### src/rtl/exe_div_ctrl.sv
// exe_div_ctrl: multi-cycle RV32M DIV/DIVU/REM/REMU sequencer for the execute stage.
// Radix-2 restoring division, one quotient bit per CALC cycle, with valid/ready on
// both the request and result sides.
// Optional feature macro: DIV_EARLY_OUT_EN (finish in one cycle when |dividend| < |divisor|).
module exe_div_ctrl #(
  parameter int unsigned XLEN = 32
) (
  input  logic            clk,
  input  logic            reset_n,
  input  logic            flush_i,
  input  logic            req_v_i,
  output logic            req_ready_o,
  input  logic [1:0]      req_op_i,
  input  logic [4:0]      req_rd_i,
  input  logic [XLEN-1:0] rs1_data_i,
  input  logic [XLEN-1:0] rs2_data_i,
  output logic            res_v_o,
  input  logic            res_ready_i,
  output logic [4:0]      res_rd_o,
  output logic [XLEN-1:0] res_data_o,
  output logic            busy_o
);

  localparam int unsigned CW = $clog2(XLEN + 1);

  typedef enum logic [1:0] {IDLE, CALC, DONE} state_t;

  state_t          state;
  logic [CW-1:0]   cnt;
  logic [XLEN-1:0] rem_q;
  logic [XLEN-1:0] quo_q;
  logic [XLEN-1:0] dvs_q;
  logic            op_rem_q;
  logic            neg_quo_q;
  logic            neg_rem_q;
  logic            res_v_q;
  logic [4:0]      res_rd_q;
  logic [XLEN-1:0] res_data_q;

  // Accept-side decode: magnitudes, special cases and their immediate results
  logic            is_signed;
  logic            a_neg;
  logic            b_neg;
  logic [XLEN-1:0] a_mag;
  logic [XLEN-1:0] b_mag;
  logic            div_zero;
  logic            sgn_ovf;
  logic            early_out;
  logic            fast_path;
  logic [XLEN-1:0] fast_res;

  always_comb begin
    is_signed = ~req_op_i[0];
    a_neg     = is_signed & rs1_data_i[XLEN-1];
    b_neg     = is_signed & rs2_data_i[XLEN-1];
    a_mag     = a_neg ? (~rs1_data_i + XLEN'(1)) : rs1_data_i;
    b_mag     = b_neg ? (~rs2_data_i + XLEN'(1)) : rs2_data_i;
    div_zero  = (rs2_data_i == '0);
    sgn_ovf   = is_signed & (rs1_data_i == {1'b1, {(XLEN-1){1'b0}}}) & (rs2_data_i == '1);
`ifdef DIV_EARLY_OUT_EN
    early_out = ~div_zero & ~sgn_ovf & (a_mag < b_mag);
`else
    early_out = 1'b0;
`endif
    fast_path = div_zero | sgn_ovf | early_out;
    fast_res  = '0;
    if (div_zero) begin
      fast_res = req_op_i[1] ? rs1_data_i : '1;
    end else if (sgn_ovf) begin
      fast_res = req_op_i[1] ? '0 : rs1_data_i;
    end else if (early_out) begin
      fast_res = req_op_i[1] ? rs1_data_i : '0;
    end
  end

  // One restoring step plus the sign-corrected final values for the last step
  logic [XLEN:0]   rem_sh;
  logic [XLEN:0]   diff;
  logic            ge;
  logic [XLEN-1:0] rem_nx;
  logic [XLEN-1:0] quo_nx;
  logic [XLEN-1:0] quo_fix;
  logic [XLEN-1:0] rem_fix;

  always_comb begin
    rem_sh  = {rem_q, quo_q[XLEN-1]};
    ge      = (rem_sh >= {1'b0, dvs_q});
    diff    = rem_sh - {1'b0, dvs_q};
    rem_nx  = ge ? diff[XLEN-1:0] : rem_sh[XLEN-1:0];
    quo_nx  = {quo_q[XLEN-2:0], ge};
    quo_fix = neg_quo_q ? (~quo_nx + XLEN'(1)) : quo_nx;
    rem_fix = neg_rem_q ? (~rem_nx + XLEN'(1)) : rem_nx;
  end

  // Sequencer FSM with registered result outputs
  always_ff @(posedge clk or negedge reset_n) begin
    if (!reset_n) begin
      state      <= IDLE;
      cnt        <= '0;
      rem_q      <= '0;
      quo_q      <= '0;
      dvs_q      <= '0;
      op_rem_q   <= 1'b0;
      neg_quo_q  <= 1'b0;
      neg_rem_q  <= 1'b0;
      res_v_q    <= 1'b0;
      res_rd_q   <= '0;
      res_data_q <= '0;
    end else if (flush_i) begin
      state   <= IDLE;
      res_v_q <= 1'b0;
    end else begin
      case (state)
        IDLE: begin
          if (req_v_i) begin
            res_rd_q <= req_rd_i;
            if (fast_path) begin
              res_data_q <= fast_res;
              res_v_q    <= 1'b1;
              state      <= DONE;
            end else begin
              rem_q     <= '0;
              quo_q     <= a_mag;
              dvs_q     <= b_mag;
              cnt       <= CW'(XLEN);
              op_rem_q  <= req_op_i[1];
              neg_quo_q <= a_neg ^ b_neg;
              neg_rem_q <= a_neg;
              state     <= CALC;
            end
          end
        end
        CALC: begin
          rem_q <= rem_nx;
          quo_q <= quo_nx;
          cnt   <= cnt - CW'(1);
          if (cnt == CW'(1)) begin
            res_data_q <= op_rem_q ? rem_fix : quo_fix;
            res_v_q    <= 1'b1;
            state      <= DONE;
          end
        end
        DONE: begin
          if (res_ready_i) begin
            res_v_q <= 1'b0;
            state   <= IDLE;
          end
        end
        default: state <= IDLE;
      endcase
    end
  end

  // Issue-side handshake and status
  assign req_ready_o = (state == IDLE) & ~flush_i;
  assign busy_o      = (state != IDLE);
  assign res_v_o     = res_v_q;
  assign res_rd_o    = res_rd_q;
  assign res_data_o  = res_data_q;

endmodule
### config.mk
export PLATFORM = sky130hd
export DESIGN_NAME = exe_div_ctrl
export DESIGN_NICKNAME = d
export VERILOG_FILES = /design/src/rtl/exe_div_ctrl.sv
export SDC_FILE = /design/constraint.sdc
export NUM_CORES = 1
export LEC_CHECK = 0
export CAP_MARGIN = 20
export CORE_MARGIN = 4
export CORE_UTILIZATION = 53
export DETAILED_ROUTE_END_ITERATION = 6
export GPL_ROUTABILITY_DRIVEN = 0
export GPL_TIMING_DRIVEN = 0
export PLACE_DENSITY_LB_ADDON = 0.2
export REMOVE_ABC_BUFFERS = 1
export SYNTH_ARGS = -nofsm -noshare
export SYNTH_HDL_FRONTEND = slang
export SYNTH_SLANG_ARGS = --single-unit
### constraint.sdc
create_clock -name clk -period 4.6 [get_ports clk]
set_input_delay 1.38 -clock clk [delete_from_list [all_inputs] [get_ports clk]]
set_output_delay 1.38 -clock clk [all_outputs]
set_load 0.1 [all_outputs]
==> results, run 1 <==
- The run finished with clean final reports.
- The detail route stage leaves a number of antenna-violating nets equal to 0.
- The standby leakage power is 6.34 nW.
- After technology mapping, the gate count stands at 1496.
- In this run the worst path has a maximum fanout of 7.
- The final-stage net count is 1743.
- The netlist area before placement is 11900 um^2.
- Across the VDD grid, the largest voltage drop is 0.632 mV.
- The worst hold slack is 479 ps.
- The count of cells in the finished layout, fillers not included, comes to 1916.
- The I/O pin total is 116.
- The type of origin of the critical path is a flip-flop.
- The DRC violation total after the first TritonRoute iteration is 1399.
- The region available for standard cell placement spans 22000 um^2.
- CTS placed an instance of sky130_fd_sc_hd__clkbuf_16 at the clock tree root.
- The headroom to the max-slew limit is 0.231.
- Entering global routing, the biggest net connects 79 pins.
- Of the cells placed in the final design, the portion with a size suffix greater than 1 is 0.153.
- Counting tap cells, the placed design contains a total of 1813 instances.
- The overall global routing resource usage is 0.319.
- The count of yosys warnings during synthesis is 0.
- The endpoint arrival time on the critical path is 4850 ps.
- The library cell with the highest instance count after synthesis is sky130_fd_sc_hd__nand2_1.
- The residual DRC count is 0.
- The areal power density over the cells is 694 nW/um^2.
- At the worst endpoint, the required time is 4930 ps.
- The share of synthesized area in the top cell type comes to 0.305.
- In the final routed layout, each cell accounts on average for 21.4 um.
- The effective utilization at floorplan is 0.542.
- Once layout is complete, the utilization of the core stands at 0.689.
- The critical path capture point type is a flip-flop.
- The clock sink total is 145.
- TritonCTS built the clock tree.
- For this run, the leading register cell type out of synthesis is sky130_fd_sc_hd__dfrtp_1.
- In this run, post-CTS hold repair placed 0 buffers.
- The first TritonRoute pass finished after 6 iterations.
- Walking the worst path, the cells encountered are inv_2 > ha_4 > a21o_4 > a31o_4 > o211a_1 > or2_4 > o21ai_4 > nand2_8 > inv_16 > ha_1 > nand2_1 > o31ai_4 > nand2_1 > a21oi_1 > o21ai_0 > xor2_1 > o21ai_0 > a221o_1 > a311oi_2.
- The die extent in x is 158 um.
- The number of antenna diodes in the final layout is 0.
- Clock tree synthesis inserted a total of 17 buffers.
- The number of filler instances in the final layout is 1696.
- In this run the number of H-tree levels came out at 4.
- The synthesized design contains 0 enable-type register cells.
- The number of rows created at floorplan is 54.
- In this run, distinct cell masters in the synthesized netlist total 89.
- The share of the Yosys chip area taken by registers is 0.305.
- The share of the clock period used by the worst path after layout is 0.983.
- Using the TritonRoute via totals, the vias-per-cell ratio works out to 6.61.
- The area taken by multi-input logic gates is 8330 um^2.
- The class of the tightest hold or removal check is reg -> reg.
- Based on the critical path, the design can be clocked at up to 221 MHz.
- The number of global-route vias before repair was 12200.
- The synthesized flop and latch total is 145.
- For this design, the slowest cell found on the critical path is sky130_fd_sc_hd__dfrtp_1.
- The clock period could shrink to 4520 ps.
- The count of endpoints failing hold in the final timing report was 0.
- Setup violations remaining at the end of the flow were counted as 0.
- The first global-routing pass estimated 63400 um of wire.
- The area added between synthesis and finish is 27.1%.
- The area taken by flip-flops and latches is 3650 um^2.
- The worst setup path is of the reg -> reg kind.
- The total routed wirelength is 41000 um.
- The die outline area is 24900 um^2.
- The delay of the slowest cell on the worst path is 370 ps.
- The count of maximum capacitance violations is 0.
- The number of antenna violations at the first check in global routing came to 2.
- The worst clock skew on the final layout is 11.0 ps.
- The synthesized design spends more area on one cell type than any other, namely sky130_fd_sc_hd__dfrtp_1.
- After clock tree synthesis, the clock-pin slew on the worst setup and hold paths is 70 ps.
- The slew of the pin with the lowest slew margin is 1150 ps.
- Summed over all layers, the global routing overflow is 0.
- The vertical die dimension is 158 um.
- The proportion of register bits with asynchronous set or reset after synthesis is 1.00.
- The half-perimeter wire length of the detailed placement result is 26400 um.
- The average cell area after synthesis is 7.96 um^2.
- The clock latency on the worst-skew pair is 440 ps.
- The count of vias placed by the detailed router is 12700.
- Yosys attributes the largest share of cell area to sky130_fd_sc_hd__dfrtp_1 (30%), sky130_fd_sc_hd__nand2_1 (5.6%), sky130_fd_sc_hd__o21ai_0 (5.4%).
- The maximum clock path buffer count is 2.
- Input and output buffers added on the ports amount to 115.
- After synthesis, the most frequently instantiated cells are sky130_fd_sc_hd__nand2_1 (177), sky130_fd_sc_hd__dfrtp_1 (145), sky130_fd_sc_hd__o21ai_0 (129).
- The final max-slew violation count is 0.
metrics by stage:
step                cell area, um^2  total power [mW]  setup WS (ps)  setup TNS [ps]
floorplan                     11500              6.39          -1490          -75730
global placement              13000              7.82          -5140        -1010070
detailed placement            13200              8.01          -2410         -180550
CTS                           14400              9.88          -12.6           -12.6
global route                  15100              11.1          -34.9            -112
finish                        15100              10.5           79.7               0
final timing paths:
kind / startpoint / end / slack, ps / cells past startpoint
max: dvs_q[4] / res_data_o[30] / 80 / 19
min: res_data_o[5] / res_data_o[5] / 480 / 1
max reg2reg: dvs_q[4] / res_data_o[30] / 80 / 19
min reg2reg: res_data_o[5] / res_data_o[5] / 480 / 1
max in group asynchronous: reset_n / quo_q[12] / 2770 / 2
min in group asynchronous: reset_n / dvs_q[6] / 990 / 1
cell type report:
cell class | instances | area share
clock inverters | 12 | 0.0120
well taps | 280 | 0.0232
inverters | 62 | 0.0165
multi-input cells | 1204 | 0.551
flip-flops and latches | 145 | 0.241
clock buffers | 19 | 0.0299
repair buffers | 192 | 0.125
repair inverters | 2 | 0.00116
sequential cells by signal, summed over array words and instances, names as in the netlist:
| name | count |
|---|---|
| res_data_o | 32 |
| neg_quo_q | 1 |
| quo_q | 32 |
| rem_q | 32 |
| dvs_q | 32 |
| op_rem_q | 1 |
| cnt | 6 |
| neg_rem_q | 1 |
| res_rd_o | 5 |
| res_v_o | 1 |
| state | 2 |
power breakdown:
part / switching (mW) / internal [mW]
Clock: 0.591 / 0.937
Combinational: 4.32 / 2.40
Sequential: 0.521 / 1.74
what timing repair did:
item	CTS	global route
cloned	5	1
endpoints found under the setup margin	139	43
gates resized for setup	57	95
buffers inserted	29	37
pin swaps	18	32
critical path: cells and delay by family, from the launching register on:
family	cells	cell delay (ps)
buffers and inverters	2	180
xor gates and xnor gates	1	200
and+or+nand+nor	4	750
AOI/OAI and AO/OA	10	2460
DFF	1	370
adders and majority gates	2	440
layout by cell type (no fill, tap or decap), drive strengths merged, types with 22 or more instances in the layout:
| cell type | instances |
|---|---|
| a21o | 24 |
| a21oi | 118 |
| buf | 77 |
| clkdlybuf4s50 | 99 |
| dfrtp | 145 |
| ha | 42 |
| inv | 65 |
| mux2i | 26 |
| nand2 | 180 |
| nand3 | 43 |
| nor2 | 121 |
| nor3 | 40 |
| nor4 | 22 |
| o21ai | 132 |
| o31ai | 50 |
| xnor2 | 71 |
| xor2 | 71 |
routing by layer:
metal / GRT usage / vias up / share of wire
li1: - / 5701 / -
met1: 0.411 / 6049 / 0.39
met2: 0.509 / 746 / 0.47
met3: 0.0820 / 168 / 0.093
met4: 0.136 / 4 / 0.048
met5: 0 / - / 0.00044
kinds of logic (layout without fill, tap and decap cells):
kind of cell,after synthesis,after routing,share of synthesized area
flops,145,145,0.305
xor+xnor,142,142,0.104
buf+inv,150,287,0.0501
fa+ha+maj,43,43,0.0458
mux,37,37,0.0323
compound gates,465,465,0.253
simple gates,514,517,0.209
(Power assumes the default switching activity.)
==> run 2, diff against run 1 <==
--- a/config.mk
+++ b/config.mk
@@ -11,7 +11,7 @@
 export DETAILED_ROUTE_END_ITERATION = 6
 export GPL_ROUTABILITY_DRIVEN = 0
 export GPL_TIMING_DRIVEN = 0
-export PLACE_DENSITY_LB_ADDON = 0.2
+export PLACE_DENSITY = 0.76
 export REMOVE_ABC_BUFFERS = 1
 export SYNTH_ARGS = -nofsm -noshare
 export SYNTH_HDL_FRONTEND = slang
==> results, run 2 (synthesis gave the netlist of run 1 again) <==
- STA puts the critical path data required time at 3220 ps.
- The count of endpoints failing hold in the final timing report is 0.
- For the final routed database, the setup TNS stands at 0 ps.
- Buffers inserted to repair hold after CTS numbered 0.
- The number of antenna diodes in the final layout is 0.
- The final max-slew violation count is 0.
- The run finished, with violations left.
- The time the final worst path needs with I/O delays and setup is 4540 ps.
- The worst register-to-register path has a setup slack of 70 ps.
- For this configuration, the core starts out at a cell density of 0.542.
- The die outline area is 24900 um^2.
- The count of vias placed by the detailed router is 12300.
- TritonCTS created 17 clock buffers.
- The type of origin of the critical path is an input port.
- For this run, the total global-route usage over all layers was measured as 0.307.
- The standby leakage power is 6.17 nW.
- The maximum vdd ir drop is 0.766 mV.
- Following the worst setup path forward leads to its endpoint at req_ready_o.
- The critical path is of the in -> out type.
- Summing all multi-input logic gate instances after layout gives 8180 um^2.
- The clock tree synthesis step divided the H-tree into 4 levels.
- After floorplanning, the core was sized to cover 22000 um^2.
- The biggest fanout along the worst timing path is 11.
- Setup violations remaining at the end of the flow were counted as 0.
- After legalization and detailed placement, the total HPWL measured 26300 um.
- The worst clock skew on the final layout is 10.8 ps.
- The clock transition at the register clock pins on the worst setup and hold paths after CTS is 70 ps.
- The class of the tightest hold or removal check is reg -> reg.
- In this run the critical register-to-register path is launched from rem_q[3].
- The number of global-route vias before repair came to 11800.
- The final reports fail on design-rule violations.
- The count of maximum capacitance violations is 0.
- The final-stage net count is 1708.
- The total instance count after detailed placement is 1815.
- The reg-to-reg critical path endpoint is res_data_o[24].
- Compared with the post-synthesis result, the final layout area differs by 23.3%.
- The number of rows created at floorplan is 54.
- The number of iterations in the first detailed-routing pass is 7.
- The die is 158 um tall.
- In this run, the number of DRC markers left after iteration 0 of detailed routing was 1342.
- Counting cells, the worst reg-to-reg path comes to 17.
- The count of cells in the finished layout, fillers not included, comes to 1882.
- For this run the aggregate overflow at the end of global routing stands at 0.
- The headroom to the max-slew limit is 0.241.
- The layout has 1777 filler cells.
- The total routed wirelength is 38600 um.
- The clock tree root driver cell is sky130_fd_sc_hd__clkbuf_16.
- After detailed routing, the number of vias per cell comes to 6.53.
- The most frequent standard cell in the layout excluding fill and tap cells is sky130_fd_sc_hd__nand2_1.
- Setup repair after global routing could not meet its margin everywhere.
- The maximum clock path buffer count is 2.
- Dividing the detail-routed wire length by the instance count gives 20.5 um.
- For this design the top-level I/O count stands at 116.
- The TritonCTS clock tree is built.
- The layout cell share with drive strength beyond 1 is 0.122.
- Setup slack on the critical path of the routed design comes to 62.6 ps.
- The areal power density over the cells is 685 nW/um^2.
- The number of antenna violations at the first check in global routing is 1.
- Of the available clock period, the critical path in the final layout requires 0.986.
- Prior to clock tree synthesis, the placed netlist has a worst setup slack of -1930 ps.
- The detail route stage leaves a number of antenna-violating nets equal to 0.
- For this run, design rule violations remaining after detail routing come to 1.
- Derived from the worst setup path, the maximum achievable clock frequency is 220 MHz.
- The maximum number of pins on one net before global-route repair is 82.
- Measured along the x axis, the die boundary spans 158 um.
- The worst setup path is captured at an output pin.
- The wire length of the first global-routing pass is 61200 um.
- The clock latency on the worst-skew pair is 440 ps.
- The endpoint arrival time on the critical path is 3160 ps.
- During placement, the flow inserted port buffers numbering 115.
- The area taken by flip-flops and latches is 3630 um^2.
- The clock sink total is 145.
- For the pin with the worst max-slew slack, the measured transition is 1140 ps.
- In the layout the commonest cells are sky130_fd_sc_hd__nand2_1 (174), sky130_fd_sc_hd__dfrtp_1 (142), sky130_fd_sc_hd__o21ai_0 (125), sky130_fd_sc_hd__nor2_1 (119), sky130_fd_sc_hd__a21oi_1 (114).
- The most critical setup path has its startpoint at flush_i.
run 2: timing repair:
action,4_1_cts,5_1_grt
setup buffers,24,6
cloned,5,0
resized for setup,60,68
pin swaps,15,25
setup endpoints to repair,136,40
run 2: where the power goes:
part / switching [mW] / leakage (nW) / internal, mW
clock network: 0.622 / 0.285 / 0.806
logic: 4.18 / 4.01 / 2.20
registers: 0.509 / 1.88 / 1.73
total: 5.31 / 6.17 / 4.74
run 2: critical path: stages:
cell and delay, ps:
sky130_fd_sc_hd__clkdlybuf4s50_1 730, sky130_fd_sc_hd__nor2_1 200, sky130_fd_sc_hd__clkdlybuf4s15_1 850
run 2: stage by stage:
stage	area, um^2	hold WS [ps]	power, mW	util
CTS	14400	481	9.71	0.655
detailed placement	13300	466	8.03	0.605
finish	14700	475	10.1	0.668
global placement	13000	459	7.81	0.594
global route	14700	492	10.6	0.668
floorplan	11500	450	6.39	-
run 2: worst min path at each step:
| stage | startpoint | to | slack (ps) | cells past startpoint |
|---|---|---|---|---|
| floorplan | dvs_q[23] | dvs_q[23] | 450 | 2 |
| global placement | res_data_o[2] | res_data_o[2] | 460 | 1 |
| detailed placement | res_data_o[3] | res_data_o[3] | 470 | 1 |
| CTS | res_data_o[3] | res_data_o[3] | 480 | 1 |
| global route | res_data_o[3] | res_data_o[3] | 490 | 1 |
| finish | res_data_o[3] | res_data_o[3] | 470 | 1 |
run 2: layout make-up:
class	count	share of cell area
clock buffer	17	0.0290
clock inverter	15	0.0107
inverter	62	0.0176
multi-input combinational	1204	0.557
sequential	145	0.247
tap	280	0.0239
timing repair buffer	159	0.114
run 2: metal layers:
metal | track usage | up-vias | part of all wire
li1 | - | 5621 | -
met1 | 0.398 | 5866 | 0.39
met2 | 0.488 | 676 | 0.47
met3 | 0.0711 | 130 | 0.096
met4 | 0.143 | 0 | 0.043
met5 | 0 | - | 0
